### config.mk
export PLATFORM = sky130hd
export DESIGN_NAME = seq_pattern_tx
export DESIGN_NICKNAME = d
export VERILOG_FILES = /design/src/rtl/seq_pattern_tx.sv
export SDC_FILE = /design/constraint.sdc
export NUM_CORES = 1
export LEC_CHECK = 0
export ABC_AREA = 1
export BUFFER_PORTS_ARGS = -buffer_cell sky130_fd_sc_hd__buf_4
export CORE_MARGIN = 4
export CORE_UTILIZATION = 58
export CTS_CLUSTER_DIAMETER = 120
export DETAILED_ROUTE_END_ITERATION = 10
export PLACE_DENSITY = 0.9
export SLEW_MARGIN = 20
export SYNTH_ARGS = -nofsm -noshare
export SYNTH_HDL_FRONTEND = slang
export SYNTH_SLANG_ARGS = --single-unit
### constraint.sdc
create_clock -name clk -period 4 [get_ports clk]
set_input_delay 0.8 -clock clk [delete_from_list [all_inputs] [get_ports clk]]
set_output_delay 0.8 -clock clk [all_outputs]
set_load 0.02 [all_outputs]
### src/rtl/seq_pattern_tx.sv
// Serial pattern transmitter: shifts a WIDTH-bit pattern out MSB first, repeated rep_in times.
// Optional even-parity bit after each repetition when PARITY_PIPE_EN is defined.
module seq_pattern_tx #(
  parameter int   WIDTH      = 4,
  parameter int   CNT_W      = 8,
  parameter logic IDLE_LEVEL = 1'b1
) (
  input  logic             clk,
  input  logic             reset,
  input  logic [WIDTH-1:0] pat_in,
  input  logic [CNT_W-1:0] rep_in,
  input  logic             start,
  input  logic             abort,
  output logic             ready,
  output logic             serial_out,
  output logic             bit_valid,
  output logic             busy,
  output logic             done
);

  localparam int IDX_W = (WIDTH > 1) ? $clog2(WIDTH) : 1;
  localparam logic [IDX_W-1:0] IDX_MSB = IDX_W'(WIDTH - 1);

`ifdef PARITY_PIPE_EN
  typedef enum logic [1:0] {ST_IDLE, ST_SHIFT, ST_PAR} state_t;
`else
  typedef enum logic [1:0] {ST_IDLE, ST_SHIFT} state_t;
`endif

  state_t           state_reg;
  logic [WIDTH-1:0] pat_reg;
  logic [IDX_W-1:0] idx_reg;
  logic [CNT_W-1:0] reps_reg;
  logic             serial_reg;
  logic             valid_reg;
  logic             busy_reg;
  logic             done_reg;

  logic             last_bit;
  logic             last_rep;
  logic [CNT_W-1:0] rep_eff;

  assign last_bit = (idx_reg == '0);
  assign last_rep = (reps_reg <= CNT_W'(1));
  // A zero repeat count still sends the pattern once.
  assign rep_eff  = (rep_in == '0) ? CNT_W'(1) : rep_in;

`ifdef PARITY_PIPE_EN
  logic parity_bit;
  assign parity_bit = ^pat_reg;
`endif

  always_ff @(posedge clk or posedge reset) begin
    if (reset) begin
      state_reg  <= ST_IDLE;
      pat_reg    <= '0;
      idx_reg    <= '0;
      reps_reg   <= '0;
      serial_reg <= IDLE_LEVEL;
      valid_reg  <= 1'b0;
      busy_reg   <= 1'b0;
      done_reg   <= 1'b0;
    end else begin
      done_reg <= 1'b0;
      case (state_reg)
        ST_IDLE: begin
          if (start && !abort) begin
            pat_reg    <= pat_in;
            reps_reg   <= rep_eff;
            idx_reg    <= IDX_MSB;
            serial_reg <= pat_in[WIDTH-1];
            valid_reg  <= 1'b1;
            busy_reg   <= 1'b1;
            state_reg  <= ST_SHIFT;
          end
        end

        ST_SHIFT: begin
          if (abort) begin
            state_reg  <= ST_IDLE;
            serial_reg <= IDLE_LEVEL;
            valid_reg  <= 1'b0;
            busy_reg   <= 1'b0;
          end else if (!last_bit) begin
            idx_reg    <= idx_reg - 1'b1;
            serial_reg <= pat_reg[idx_reg - 1'b1];
          end else begin
`ifdef PARITY_PIPE_EN
            state_reg  <= ST_PAR;
            serial_reg <= parity_bit;
`else
            if (!last_rep) begin
              // Wrap straight to the MSB so repetitions run without gap bits.
              reps_reg   <= reps_reg - 1'b1;
              idx_reg    <= IDX_MSB;
              serial_reg <= pat_reg[WIDTH-1];
            end else begin
              state_reg  <= ST_IDLE;
              serial_reg <= IDLE_LEVEL;
              valid_reg  <= 1'b0;
              busy_reg   <= 1'b0;
              done_reg   <= 1'b1;
            end
`endif
          end
        end

`ifdef PARITY_PIPE_EN
        ST_PAR: begin
          if (abort) begin
            state_reg  <= ST_IDLE;
            serial_reg <= IDLE_LEVEL;
            valid_reg  <= 1'b0;
            busy_reg   <= 1'b0;
          end else if (!last_rep) begin
            reps_reg   <= reps_reg - 1'b1;
            idx_reg    <= IDX_MSB;
            serial_reg <= pat_reg[WIDTH-1];
            state_reg  <= ST_SHIFT;
          end else begin
            state_reg  <= ST_IDLE;
            serial_reg <= IDLE_LEVEL;
            valid_reg  <= 1'b0;
            busy_reg   <= 1'b0;
            done_reg   <= 1'b1;
          end
        end
`endif

        default: begin
          state_reg  <= ST_IDLE;
          serial_reg <= IDLE_LEVEL;
          valid_reg  <= 1'b0;
          busy_reg   <= 1'b0;
        end
      endcase
    end
  end

  assign ready      = (state_reg == ST_IDLE);
  assign serial_out = serial_reg;
  assign bit_valid  = valid_reg;
  assign busy       = busy_reg;
  assign done       = done_reg;

endmodule

# Word level (Yosys, flattened, before mapping)
# Index checks and enable logic that the tools add are counted.
# classes
bitwise_logic	0
muxes	32
n_div	0
n_shift	0
multipliers	0
n_reduce_logical	10
add_sub_neg	2
order_cmp	2
eq_ne	8
# op_table
op	n
8-bit two-way mux	5
2-bit two-way mux	8
8-bit one-hot mux with 2 select lines	1
1-bit two-way mux	13
3-bit != test, second input constant	3
8-bit by 1-bit less-or-equal comparator with 1-bit output, second input constant	1
8-bit zero test	1
2-bit one-hot mux with 2 select lines	2
8-bit by 1-bit subtractor with 8-bit output, second input constant	1
2-bit != test, second input constant	3
5-bit AND reduction	1
2-bit zero test	2
1-bit one-hot mux with 2 select lines	2
4-bit AND reduction	1
2-bit by 3-bit < comparator with 1-bit output, second input constant	1
3-bit AND reduction	1
1-bit binary-select mux with 2-bit select	1
2-bit by 1-bit equality test with 1-bit output, second input constant	1
2-bit by 1-bit != test with 1-bit output, second input constant	1
2-bit AND reduction	1
2-bit nonzero test	1
2-bit by 1-bit subtractor with 2-bit output, second input constant	1
1-bit logical AND	1
1-bit zero test	1
# word_totals
output_inout_bits	5
mem_bits_rw	0
inputBits	16
latch_bits	0
regBits	19
wordCells	61
rom_bits	0
n_memories	0

# Longest topological paths before layout
# logic_depth
word_depth	6
depth_mapped	10
depth_no_buf	10

# Worst setup path before layout
# No wires, ideal clock.
# synth_timing
path_type	flip-flop to output port
from	register, netlist name busy
to	output ready
path_slack_ns	2.415
path_buffers	1
required_ns	3.200
path_stages_with_launch	3
arrival_time_ns	0.785
path_cell_list	dfrtp_1 buf_8 inv_2
# synth_lines
item	line_no	text
end: declaration	14	output logic ready,

==> results.md <==
- Final setup viols: 0
- Clk_lat worst skew: 0.30 ns
- Period Utilization, post-route: 61.12%
- I/O Buffers: 20
- Max Cap Violations: 0
- Multi-input gate area: a little over 600 um2
- Crit-path max cell delay: slightly above 0.9 ns
- First-pass GRT wire length: between 4000 and 5000 um
- Crit. Startpoint: busy$_DFFE_PP0P_
- Final Instance Area: 1329 um2
- Seq cells post-synth: 17
- GRT met3 Usage: 3.419%
- Total CTS buffers: 3
- WP data arrival: 1.64 ns
- Worst-Margin Slew: 0.8362 ns
- Post-cts resize count: 0
- CP max FO: 21
- Syn avg cell area: 7.039 um2
- End of the worst hold path: pat_reg[0]$_DFFE_PP0P_
- P per Cell Area: approximately 440 nW/um2
- Std-Cell Rows: 15
- Total number of H-tree levels: 1
- Placed Area: 1301 um2
- N_diodes: 0
- Post-synthesis cell type count: 27
- Ports: 21
- Routed vias: 1138
- Fillers: 136
- Sequential share of the synthesized area: 37.19%
- Clock skew: ~0.0036 ns
- Hold Path Stages: 2
- Initial antenna violation count: 0
- Largest register FFs: 8
- Vias in the first global route: ~1000
- RSZ-0062 raised after global routing: no
- M1 GR Usage: 29.24%
- Total Wirelength: about 2800 um
- Overall die area: 2754 um2
- Syn Inst Count: 163
- Peak Freq: 409.1 MHz
- Die X: 52.48 um
- Root Buffer: clkbuf_4
- Buf+Inv Stages, Crit Path: 2
- Initial core utilization: 63.68%
- Clock Sink Count: 17
- Fin. Hold Viols: 0
- Die H: between 50 and 60 um
- Vias per inst: 5.445
- Post-synthesis net count: about 180
- DR iter-0 viols: 43
- Hpwl dp: 2017 um
- Sequential Area: 426.7 um2
- Hold bufs inserted after CTS: 0
- Total congestion overflow: 0
- Mapped Area: 1147 um2
- CTS tree: yes
- CP top delay family: flip-flops
- Hold wc startpoint: pat_reg[0]$_DFFE_PP0P_
- Reg clk slew, reported paths: ~0.11 ns
- Wire per inst: 13.22 um
- Post-synth top flop: dfrtp_1
- Synth warn: 0
- Worst R2R Start: reps_reg[0]$_DFFE_PP0P_
- Routed Antenna Nets: 0
- Post-synth ARST share: 100.0%
- Hold Path Class: flop to flop
- P_leak: 0.7289 nW
- Top Usage Layer GRT: met2
- Post-CTS setup buffer count: 0
- Pins over their slew limit: 0
- Peak VDD IR: 0.2948 mV
- Reg2reg path depth: 9
- Max_slew headroom: 44.26%
- CP required: about 3.2 ns
- Final nets: 204
- Total track usage: 21.91%
- Post-synth EDFFs: 0
- Residual DRC: 0
- Area Overhead vs Synth: 15.81%
- Setup_tns: 0 ns
- Worst R2R End: reps_reg[4]$_DFFE_PP0P_
- Crit path launch type: flop
- Critical path class: flop to output port
- Outcome: finished, final reports clean
- Clock buffer depth: 2
- Share of cells above drive strength 1: between 20% and 30%
- Core ar.: 1802 um2
- Reg2Reg Setup Slack: 2.32 ns
- Worst-path cell chain: inv_2, buf_4
- Pin count of the biggest net entering global routing: 22
- Gpl congestion: 0.9023
- Final min period: 2.445 ns
- Slowest cell on the critical path: dfrtp_1
- Crit path capture type: output port
- Met2 GRT Util: 34.92%
- Pre-antenna DRT Iters: 5
[worst max path at each step]
| stage | to | slack (ns) | depth (start not counted) |
|---|---|---|---|
| after global placement | ready | 1.98 | 2 |
| after detailed placement | ready | 1.93 | 2 |
| after floorplan | ready | 2.42 | 2 |
| final | ready | 1.56 | 2 |
| after CTS | ready | 1.59 | 2 |
| after global routing | ready | 1.45 | 2 |
[report_power, final]
group	switching, mW	total (mW)	leakage (nW)	internal (mW)
clock network	0.0622	0.0995	0.0177	0.0373
registers	0.0415	0.249	0.209	0.207
logic	0.148	0.240	0.502	0.0928
[stage by stage]
step / hold WS [ns] / power (mW) / util (%) / worst slack, ns / instances
after global placement: 0.4563 / 0.4700 / 72.22 / 1.982 / 205
after detailed placement: 0.4645 / 0.4840 / 72.22 / 1.931 / 205
after floorplan: 0.4422 / 0.4253 / - / 2.415 / 163
after CTS: 0.4901 / 0.5849 / 73.75 / 1.592 / 209
after global routing: 0.5250 / 0.6262 / 73.75 / 1.451 / 209
final: 0.4984 / 0.5889 / 73.75 / 1.555 / 209
[per-layer routing]
layer	up-vias	wire [um]
met3	11	247
met5	-	0
met4	0	87
met2	69	1295
met1	511	1132
li1	547	-
[cells by family (layout without fill, tap and decap cells)]
logic type                 after synthesis  count (layout)  share of synthesized area [%]
DFF                                     17              17                          37.19
buffers and inverters                   22              43                          8.615
adders and majority gates                3               3                          3.272
and+or+nand+nor                        111             111                          44.17
AOI/OAI and AO/OA                        9               9                          5.998
xor gates and xnor gates                 1               1                         0.7635
[cell usage after synthesis, drive strengths merged, types with 2 or more instances]
master / number / area [um2]
nand3: 11 / 55.05
inv: 18 / 67.57
nand2: 81 / 350.3
nand4: 3 / 18.77
buf: 3 / 27.52
o21ai: 6 / 41.29
nor2: 13 / 63.81
a21oi: 2 / 21.27
dfrtp: 16 / 400.4
ha: 3 / 37.54
[placed cells by master, fill, tap and decap left out]
cell / synthesis / layout
nand3b_1: 1 / 1
nor2_2: 3 / 3
nand2_8: 1 / 1
xor2_1: 1 / 1
nand2_1: 72 / 72
o21ai_0: 3 / 3
clkinv_1: 1 / 1
nor2_4: 1 / 1
nand2_4: 2 / 2
clkbuf_4: 0 / 3
inv_1: 13 / 13
nand3_1: 11 / 11
nand4_1: 3 / 3
nor3_1: 1 / 1
buf_4: 1 / 20
dfstp_2: 1 / 1
o21ai_2: 3 / 3
a31oi_1: 1 / 1
nor2_1: 9 / 9
dfrtp_1: 16 / 16
inv_2: 5 / 5
a21oi_4: 1 / 1
ha_1: 3 / 3
or2_2: 1 / 1
a21oi_1: 1 / 1
nand2_2: 6 / 6
clkinv_2: 0 / 1
[worst register-to-register path: stages (launching register included)]
cell and delay, ns:
dfrtp_1 0.46, inv_1 0.10, ha_1 0.28, nor2_2 0.18, nor2_4 0.06, nand2_2 0.09, nand2_4 0.07, a21oi_4 0.22
nand2_1 0.08, nand2_1 0.09
[area by class of cell]
cell class                      instances  area share (%)
Multi-Input combinational cell        124           46.80
Sequential cell                        17           32.11
Clock buffer                            3           1.695
Tap cell                               25           2.354
Inverter                               19           5.367
Timing Repair Buffer                   20           11.30
Clock inverter                          1          0.3766
(Power assumes the default switching activity.)
